## src/rtl/l2_axi_line_reader_if.sv

```systemverilog
// Fill-request, fill-response and AXI4 read-channel bundle
// for the L2 line reader.
interface l2_axi_line_reader_if #(
  parameter int DATA_WIDTH = 32
);
  logic                  req_valid;
  logic                  req_ready;
  logic [25:0]           req_line;
  logic [3:0]            req_id;

  logic                  rsp_valid;
  logic                  rsp_ready;
  logic [3:0]            rsp_id;
  logic [511:0]          rsp_data;

  logic                  m_arvalid;
  logic                  s_arready;
  logic [31:0]           m_araddr;
  logic [7:0]            m_arlen;
  logic [2:0]            m_arsize;
  logic [1:0]            m_arburst;
  logic [3:0]            m_arcache;

  logic                  s_rvalid;
  logic [DATA_WIDTH-1:0] s_rdata;
  logic                  m_rready;

  modport master (
    input  req_valid, req_line, req_id,
    input  rsp_ready,
    input  s_arready, s_rvalid, s_rdata,
    output req_ready,
    output rsp_valid, rsp_id, rsp_data,
    output m_arvalid, m_araddr, m_arlen,
    output m_arsize, m_arburst, m_arcache,
    output m_rready
  );

  modport slave (
    output req_valid, req_line, req_id,
    output rsp_ready,
    output s_arready, s_rvalid, s_rdata,
    input  req_ready,
    input  rsp_valid, rsp_id, rsp_data,
    input  m_arvalid, m_araddr, m_arlen,
    input  m_arsize, m_arburst, m_arcache,
    input  m_rready
  );
endinterface

```

## src/rtl/l2_axi_line_reader.sv

```systemverilog
// L2 miss-path line reader: one INCR burst per fill,
// beats assembled MSW-first into a 512-bit line.
module l2_axi_line_reader #(
  parameter int DATA_WIDTH = 32
) (
  input  logic                          clk,
  input  logic                          reset_n,
  l2_axi_line_reader_if.master          bus
);

  localparam int LINE_BITS   = 512;
  localparam int BURST_BEATS = LINE_BITS / DATA_WIDTH;
  localparam int CW          = $clog2(BURST_BEATS);

  localparam logic [1:0]    AXI_BURST_INCR = 2'b01;
  localparam logic [3:0]    AR_CACHE       = 4'b0011;
  localparam logic [7:0]    AR_LEN         = 8'(BURST_BEATS - 1);
  localparam logic [2:0]    AR_SIZE        = 3'($clog2(DATA_WIDTH / 8));
  localparam logic [CW-1:0] LAST_BEAT      = CW'(BURST_BEATS - 1);

  typedef enum logic [1:0] {
    S_IDLE,
    S_ADDR,
    S_DATA,
    S_RESP
  } state_t;

  state_t             r_state;
  state_t             w_next;
  logic [25:0]        r_line;
  logic [3:0]         r_id;
  logic [CW-1:0]      r_cnt;
  logic [LINE_BITS-1:0] r_data;

  logic w_idle;
  logic w_addr;
  logic w_data;
  logic w_resp;

  assign w_idle = (r_state == S_IDLE);
  assign w_addr = (r_state == S_ADDR);
  assign w_data = (r_state == S_DATA);
  assign w_resp = (r_state == S_RESP);

  always_ff @(posedge clk) begin
    if (!reset_n) begin
      r_state <= S_IDLE;
    end else begin
      r_state <= w_next;
    end
  end

  always_comb begin
    w_next = r_state;
    unique case (r_state)
      S_IDLE: if (bus.req_valid) w_next = S_ADDR;
      S_ADDR: if (bus.s_arready) w_next = S_DATA;
      S_DATA: begin
        if (bus.s_rvalid && r_cnt == LAST_BEAT)
          w_next = S_RESP;
      end
      S_RESP: if (bus.rsp_ready) w_next = S_IDLE;
      default: w_next = S_IDLE;
    endcase
  end

  // Beat k lands in the k-th word from the top of the line.
  always_ff @(posedge clk) begin
    if (!reset_n) begin
      r_line <= '0;
      r_id   <= '0;
      r_cnt  <= '0;
      r_data <= '0;
    end else begin
      if (w_idle && bus.req_valid) begin
        r_line <= bus.req_line;
        r_id   <= bus.req_id;
        r_cnt  <= '0;
      end
      if (w_data && bus.s_rvalid) begin
        r_cnt <= r_cnt + CW'(1);
        for (int i = 0; i < BURST_BEATS; i++) begin
          if (r_cnt == CW'(i))
            r_data[LINE_BITS-1-i*DATA_WIDTH -: DATA_WIDTH]
              <= bus.s_rdata;
        end
      end
    end
  end

  assign bus.req_ready = w_idle;
  assign bus.m_arvalid = w_addr;
  assign bus.m_rready  = w_data;
  assign bus.rsp_valid = w_resp;
  assign bus.rsp_id    = r_id;
  assign bus.rsp_data  = r_data;

  // AR fields are zero outside ADDR so idle/reset buses stay quiet.
  assign bus.m_araddr  = w_addr ? {r_line, 6'b0} : '0;
  assign bus.m_arlen   = w_addr ? AR_LEN         : '0;
  assign bus.m_arsize  = w_addr ? AR_SIZE        : '0;
  assign bus.m_arburst = w_addr ? AXI_BURST_INCR : '0;
  assign bus.m_arcache = w_addr ? AR_CACHE       : '0;

endmodule
```

## src/flat_wrapper.sv

```systemverilog
// flat-port wrapper written by rule: the top's interface ports become plain ports
module l2_axi_line_reader_flat 
#(
  parameter int DATA_WIDTH = 32
)
  (clk, reset_n, bus_req_valid, bus_req_line, bus_req_id, bus_rsp_ready, bus_s_arready, bus_s_rvalid, bus_s_rdata, bus_req_ready, bus_rsp_valid, bus_rsp_id, bus_rsp_data, bus_m_arvalid, bus_m_araddr, bus_m_arlen, bus_m_arsize, bus_m_arburst, bus_m_arcache, bus_m_rready);
  l2_axi_line_reader_if #(.DATA_WIDTH(DATA_WIDTH)) bus_i ();
  input  logic clk;
  input  logic reset_n;
  input wire logic [$bits(bus_i.req_valid)-1:0] bus_req_valid;
  input wire logic [$bits(bus_i.req_line)-1:0] bus_req_line;
  input wire logic [$bits(bus_i.req_id)-1:0] bus_req_id;
  input wire logic [$bits(bus_i.rsp_ready)-1:0] bus_rsp_ready;
  input wire logic [$bits(bus_i.s_arready)-1:0] bus_s_arready;
  input wire logic [$bits(bus_i.s_rvalid)-1:0] bus_s_rvalid;
  input wire logic [$bits(bus_i.s_rdata)-1:0] bus_s_rdata;
  output wire logic [$bits(bus_i.req_ready)-1:0] bus_req_ready;
  output wire logic [$bits(bus_i.rsp_valid)-1:0] bus_rsp_valid;
  output wire logic [$bits(bus_i.rsp_id)-1:0] bus_rsp_id;
  output wire logic [$bits(bus_i.rsp_data)-1:0] bus_rsp_data;
  output wire logic [$bits(bus_i.m_arvalid)-1:0] bus_m_arvalid;
  output wire logic [$bits(bus_i.m_araddr)-1:0] bus_m_araddr;
  output wire logic [$bits(bus_i.m_arlen)-1:0] bus_m_arlen;
  output wire logic [$bits(bus_i.m_arsize)-1:0] bus_m_arsize;
  output wire logic [$bits(bus_i.m_arburst)-1:0] bus_m_arburst;
  output wire logic [$bits(bus_i.m_arcache)-1:0] bus_m_arcache;
  output wire logic [$bits(bus_i.m_rready)-1:0] bus_m_rready;
  assign bus_i.req_valid = bus_req_valid;
  assign bus_i.req_line = bus_req_line;
  assign bus_i.req_id = bus_req_id;
  assign bus_i.rsp_ready = bus_rsp_ready;
  assign bus_i.s_arready = bus_s_arready;
  assign bus_i.s_rvalid = bus_s_rvalid;
  assign bus_i.s_rdata = bus_s_rdata;
  assign bus_req_ready = bus_i.req_ready;
  assign bus_rsp_valid = bus_i.rsp_valid;
  assign bus_rsp_id = bus_i.rsp_id;
  assign bus_rsp_data = bus_i.rsp_data;
  assign bus_m_arvalid = bus_i.m_arvalid;
  assign bus_m_araddr = bus_i.m_araddr;
  assign bus_m_arlen = bus_i.m_arlen;
  assign bus_m_arsize = bus_i.m_arsize;
  assign bus_m_arburst = bus_i.m_arburst;
  assign bus_m_arcache = bus_i.m_arcache;
  assign bus_m_rready = bus_i.m_rready;
  l2_axi_line_reader #(.DATA_WIDTH(DATA_WIDTH)) u_core (.clk(clk), .reset_n(reset_n), .bus(bus_i));
endmodule
```

## config.mk

```make
export PLATFORM = sky130hd
export DESIGN_NAME = l2_axi_line_reader_flat
export DESIGN_NICKNAME = d
export VERILOG_FILES = /design/src/rtl/l2_axi_line_reader_if.sv /design/src/rtl/l2_axi_line_reader.sv /design/src/flat_wrapper.sv
export SDC_FILE = /design/constraint.sdc
export NUM_CORES = 1
export LEC_CHECK = 0
export CORE_ASPECT_RATIO = 0.75
export CORE_MARGIN = 2
export CORE_UTILIZATION = 29
export DETAILED_ROUTE_END_ITERATION = 16
export PLACE_DENSITY = 0.57
export SLEW_MARGIN = 20
export SYNTH_ARGS = -nofsm -noshare
export SYNTH_HDL_FRONTEND = slang
export SYNTH_SLANG_ARGS = --single-unit
export TNS_END_PERCENT = 10
```

## constraint.sdc

```tcl
create_clock -name clk -period 2.2 [get_ports clk]
set_input_delay 0.66 -clock clk [delete_from_list [all_inputs] [get_ports clk]]
set_output_delay 0.66 -clock clk [all_outputs]
set_load 0.01 [all_outputs]
```

; ---- Word level (Yosys, flattened, before mapping)
; Index checks and enable logic that the tools add are counted.
[totals]
regBits = 548
latchBits = 0
ram_bits = 0
rom_bits = 0
inputBits = 68
output_inout_bits = 569
elab_cells = 78
n_memories = 0
[classes]
n_addsub = 1
mul = 0
div_mod_pow = 0
order_cmp = 0
eq_ne = 22
shift = 0
muxes = 12
n_bitwise = 0
n_reduce_logical = 23
[ops]
columns = operator, count
row1 = == test 4 bit (second input constant), 8
row2 = 2-to-1 mux 32 bit, 1
row3 = AND reduction 2 bit, 16
row4 = == test 4 x 3 -> 1 bit (second input constant), 4
row5 = 2-to-1 mux 2 bit, 6
row6 = 2-to-1 mux 4 bit, 3
row7 = == test 4 x 2 -> 1 bit (second input constant), 2
row8 = != test 2 bit (second input constant), 4
row9 = one-hot mux 2 bit (4 select lines), 1
row10 = adder 4 x 1 -> 4 bit (second input constant), 1
row11 = == test 2 bit (second input constant), 2
row12 = == test 4 x 1 -> 1 bit (second input constant), 1
row13 = logical NOT 4 bit, 1
row14 = AND reduction 4 bit, 1
row15 = logical AND 1 bit, 3
row16 = == test 2 x 1 -> 1 bit (second input constant), 1
row17 = logical NOT 2 bit, 1
row18 = nonzero test 2 bit, 1
row19 = 2-to-1 mux 1 bit, 1

; ---- Longest topological paths before layout
[logic_depth]
depth_word = 4
depth_mapped = 8
ltp_nobuf = 6

; ---- Least setup slack after synthesis
; No wires, ideal clock.
[synth_path]
path_kind = register to output
start = register u_core.r_state[1]
end = output port bus_m_araddr[11]
arrival_time_ns = 1.268
required_ns = 1.540
path_slack_ns = 0.272
stages_incl_launch_ff = 5
n_path_buf = 1
path_cell_list = dfxtp_1 inv_1 ha_1 clkbuf_1 and2_1
[synth_via]
elab_chain_len = 2
[synth_lines]
columns = element, line_no
row1 = from (decl), l2_axi_line_reader.sv:28  ; state_t r_state;
row2 = from (signal assigned), l2_axi_line_reader.sv:49  ; r_state <= w_next;
row3 = == test 2 x 1 -> 1 bit, l2_axi_line_reader.sv:41  ; assign w_addr = (r_state == S_ADDR);
row4 = net bus_m_arvalid, flat_wrapper.sv:21  ; output wire logic [$bits(bus_i.m_arvalid)-1:0] bus_m_arvalid;
row5 = 2-to-1 mux 32 bit, l2_axi_line_reader.sv:99  ; assign bus.m_araddr = w_addr ? {r_line, 6'b0} : '0;
row6 = to (decl), flat_wrapper.sv:22  ; output wire logic [$bits(bus_i.m_araddr)-1:0] bus_m_araddr;
; The timed path passes the listed nets, and every way through them passes these cells.

; ---- Worst setup path in the final report
[layout_path]
start = register u_core.r_state[1]
end = output port bus_m_araddr[13]
[layout_via]
elab_chain_len = 2
[layout_lines]
columns = element, line_no
row1 = == test 2 x 1 -> 1 bit, l2_axi_line_reader.sv:41
row2 = 2-to-1 mux 32 bit, l2_axi_line_reader.sv:99
; No other way between the ends.

==> results.cfg <==
[sta]
fin_skew_ps = 11.1
whs_ps = 401
rsz0062_at_grt = yes
setup_viol = 34
final.period_utilization = 1.04
fin_crit_ps = 2280
hold_viol_final = 0
finalMaxSlewViolations = 0
layout_setup_ws_ps = -84.7
tns_ps = -1780
fmax_mhz = 438

[clock_network]
hold_buffers = 0
numCtsBuffers = 58
cts_tree = yes
insertion_delay_ps = 610
clock-sinks = 548
htreeDepth = 2
cts_buffer_depth = 3
clk_pin_slew_ps = 60
cts_root_buffer = clkbuf_16

[routing]
wl_um = 86100
routed-via-count = 18827
wl_per_cell_um = 20.9
drcViolationCount = 0
first_pass_iters = 7
drt-initial-drc-count = 1366
vias_per_cell = 4.57
ant_nets = 0

[grt]
globalRouteOverflowTotal = 0
grt_pass1_vias = 17486
track_usage = 0.217
grt_max_degree = 105
antenna_found_initial = 1
grt_pass1_wl_um = 123000

[cells_and_area]
layout-area-overhead-vs-synth_pct = 44.3
layout.nets = 3182
stdcell_count = 4116
antenna_cells = 0
drive_gt1_frac = 0.0991

[status]
status = finished with violations
violations = negative setup slack

[power_and_ir_drop]
peakVddDrop_v = 0.000591
fin_total_pwr_uw = 22900
pwr_density_cell_mw_per_mm2 = 739
power_leakage_uw = 0.0141

[setup_path]
r2r_end = u_core.bus.rsp_data[354]$_SDFFE_PN0P_
cp-start-kind = register
reg2reg_depth = 9
crit_arrival_ps = 1620
required_ps = 1540
r2r-start = u_core.r_state[0]$_SDFFE_PN0P_
worstPathMaxFanout = 18
r2r_slack_ps = 280
end_kind = output pin
crit_type = register to output pin

[synthesis]
synth_ff_type = dfxtp_1
synth-async-reset-ratio = 0
yosysWarnings = 0
synth_area_leaders = dfxtp_1 (51%), nand2_1 (19%), a21boi_1 (12%)
ys_seq_area_frac = 0.510
ys_types = 39
ys_top_cells_by_count = nand2_1 (1,092), dfxtp_1 (548), a21boi_1 (352), a21boi_0 (191), clkbuf_1 (107)
synth_edf_count = 0
synth.most_common_cell = nand2_1
syn_area_per_cell_um2 = 8.44
syn_area_mm2 = 0.0215
netlist_instances = 2546
yosys.area.top_type = dfxtp_1
synth_top_area_share = 0.510
ys_ff_latch = 548

[hold_path]
hold_path_depth = 2
hp-start = reset_n
hold_end = u_core.bus.rsp_data[253]$_SDFFE_PN0P_
min_path_type = primary input to register

[die]
start_util = 0.293
die_width_um = 318
fp-row-count = 86
io_pins = 637
dieArea_mm2 = 0.0763
fp.dieH_um = 240
core_mm2 = 0.0734

[placement]
io_buffer_count = 621
place_congestion = 0.765
placed_cells = 4008
hpwl_um = 58600

[flow_run]
drv_cap = 0
## area by class of cell
class / instances / area, um^2
Tap cell: 968 / 1210
Inverter: 6 / 25.0
Timing Repair Buffer: 743 / 7700
Multi-Input combinational cell: 1748 / 9160
Sequential cell: 548 / 11000
Fill cell: 7408 / 42400
Clock buffer: 89 / 1770
Clock inverter: 14 / 184
## repair_timing
action | in CTS | in global routing
setup buffers | 3 | 0
endpoints found under the hold margin | 0 | 0
setup endpoints to repair | 418 | 119
gates cloned | 2 | 0
pin swaps | 0 | 4
gates resized for setup | 550 | 99
## worst max path at each step
stage,start,end,slack (ps),depth (start not counted)
after floorplan,u_core.r_state[1]$_SDFFE_PN0P_,bus_m_araddr[11],270,4
after global placement,bus_s_rvalid,u_core.bus.rsp_data[191]$_SDFFE_PN0P_,-80,7
after detailed placement,bus_s_rvalid,u_core.bus.rsp_data[354]$_SDFFE_PN0P_,-110,7
after CTS,u_core.r_state[1]$_SDFFE_PN0P_,bus_m_araddr[13],-140,5
after global routing,u_core.r_state[1]$_SDFFE_PN0P_,bus_m_araddr[13],-160,5
final,u_core.r_state[1]$_SDFFE_PN0P_,bus_m_araddr[13],-80,5
## cells in the final DEF (no fill, tap or decap), drive strengths merged, types with 2 or more instances in the layout
master         instances
and3                   4
buf                  162
conb                  15
clkdlybuf4s50        117
and2                  28
clkinv                 7
nor2b                  2
nand3                 12
nand2b                 3
nand2               1103
inv                    8
nor3                   4
nor2                  14
a21boi               543
ha                     9
clkbuf                89
dfxtp                548
dlymetal6s2s          84
bufinv                 4
dlygate4sd2          380
## per-layer routing
layer	global-route usage	routed length, um
met2	0.350	39600
met5	0	0
met1	0.289	39200
met4	0.0546	1870
met3	0.0535	5530
## worst max-delay path, stage by stage, from the launching register on
cell	delay, ps
dfxtp_2	330
inv_2	50
ha_4	190
buf_12	150
and2_1	150
buf_2	140
## flip-flops by register name, summed over array words and instances, names as in the netlist
register             flops
u_core.bus.rsp_id        4
u_core.r_state           2
u_core.r_cnt             4
u_core.bus.rsp_data    512
u_core.r_line           26
## metrics by stage
stage           util  setup slack [ps]  cell area, um^2
2_1_floorplan      -               272            21500
5_1_grt        0.423              -164            31000
3_5_place_dp   0.399              -112            29300
4_1_cts        0.419              -139            30700
3_3_place_gp   0.399             -84.2            29300
6_report       0.423             -84.7            31000
## kinds of logic (layout without fill, tap and decap cells)
group,Yosys count,in the layout,synth area share
and+or+nand+nor,1172,1172,0.223
AOI/OAI and AO/OA,551,551,0.193
DFF,548,548,0.510
buffers and inverters,264,852,0.0684
adders and majority gates,9,9,0.00524
other,1,15,0.000174
muxes,1,1,0.000466
## power by group
part | internal (uW) | switching, uW | total [uW] | leakage [uW]
Clock | 5970 | 4180 | 10200 | 0.000964
Sequential | 10100 | 85.1 | 10200 | 0.00442
Combinational | 1160 | 1440 | 2600 | 0.00871
Power figures use the tool's default switching activity.
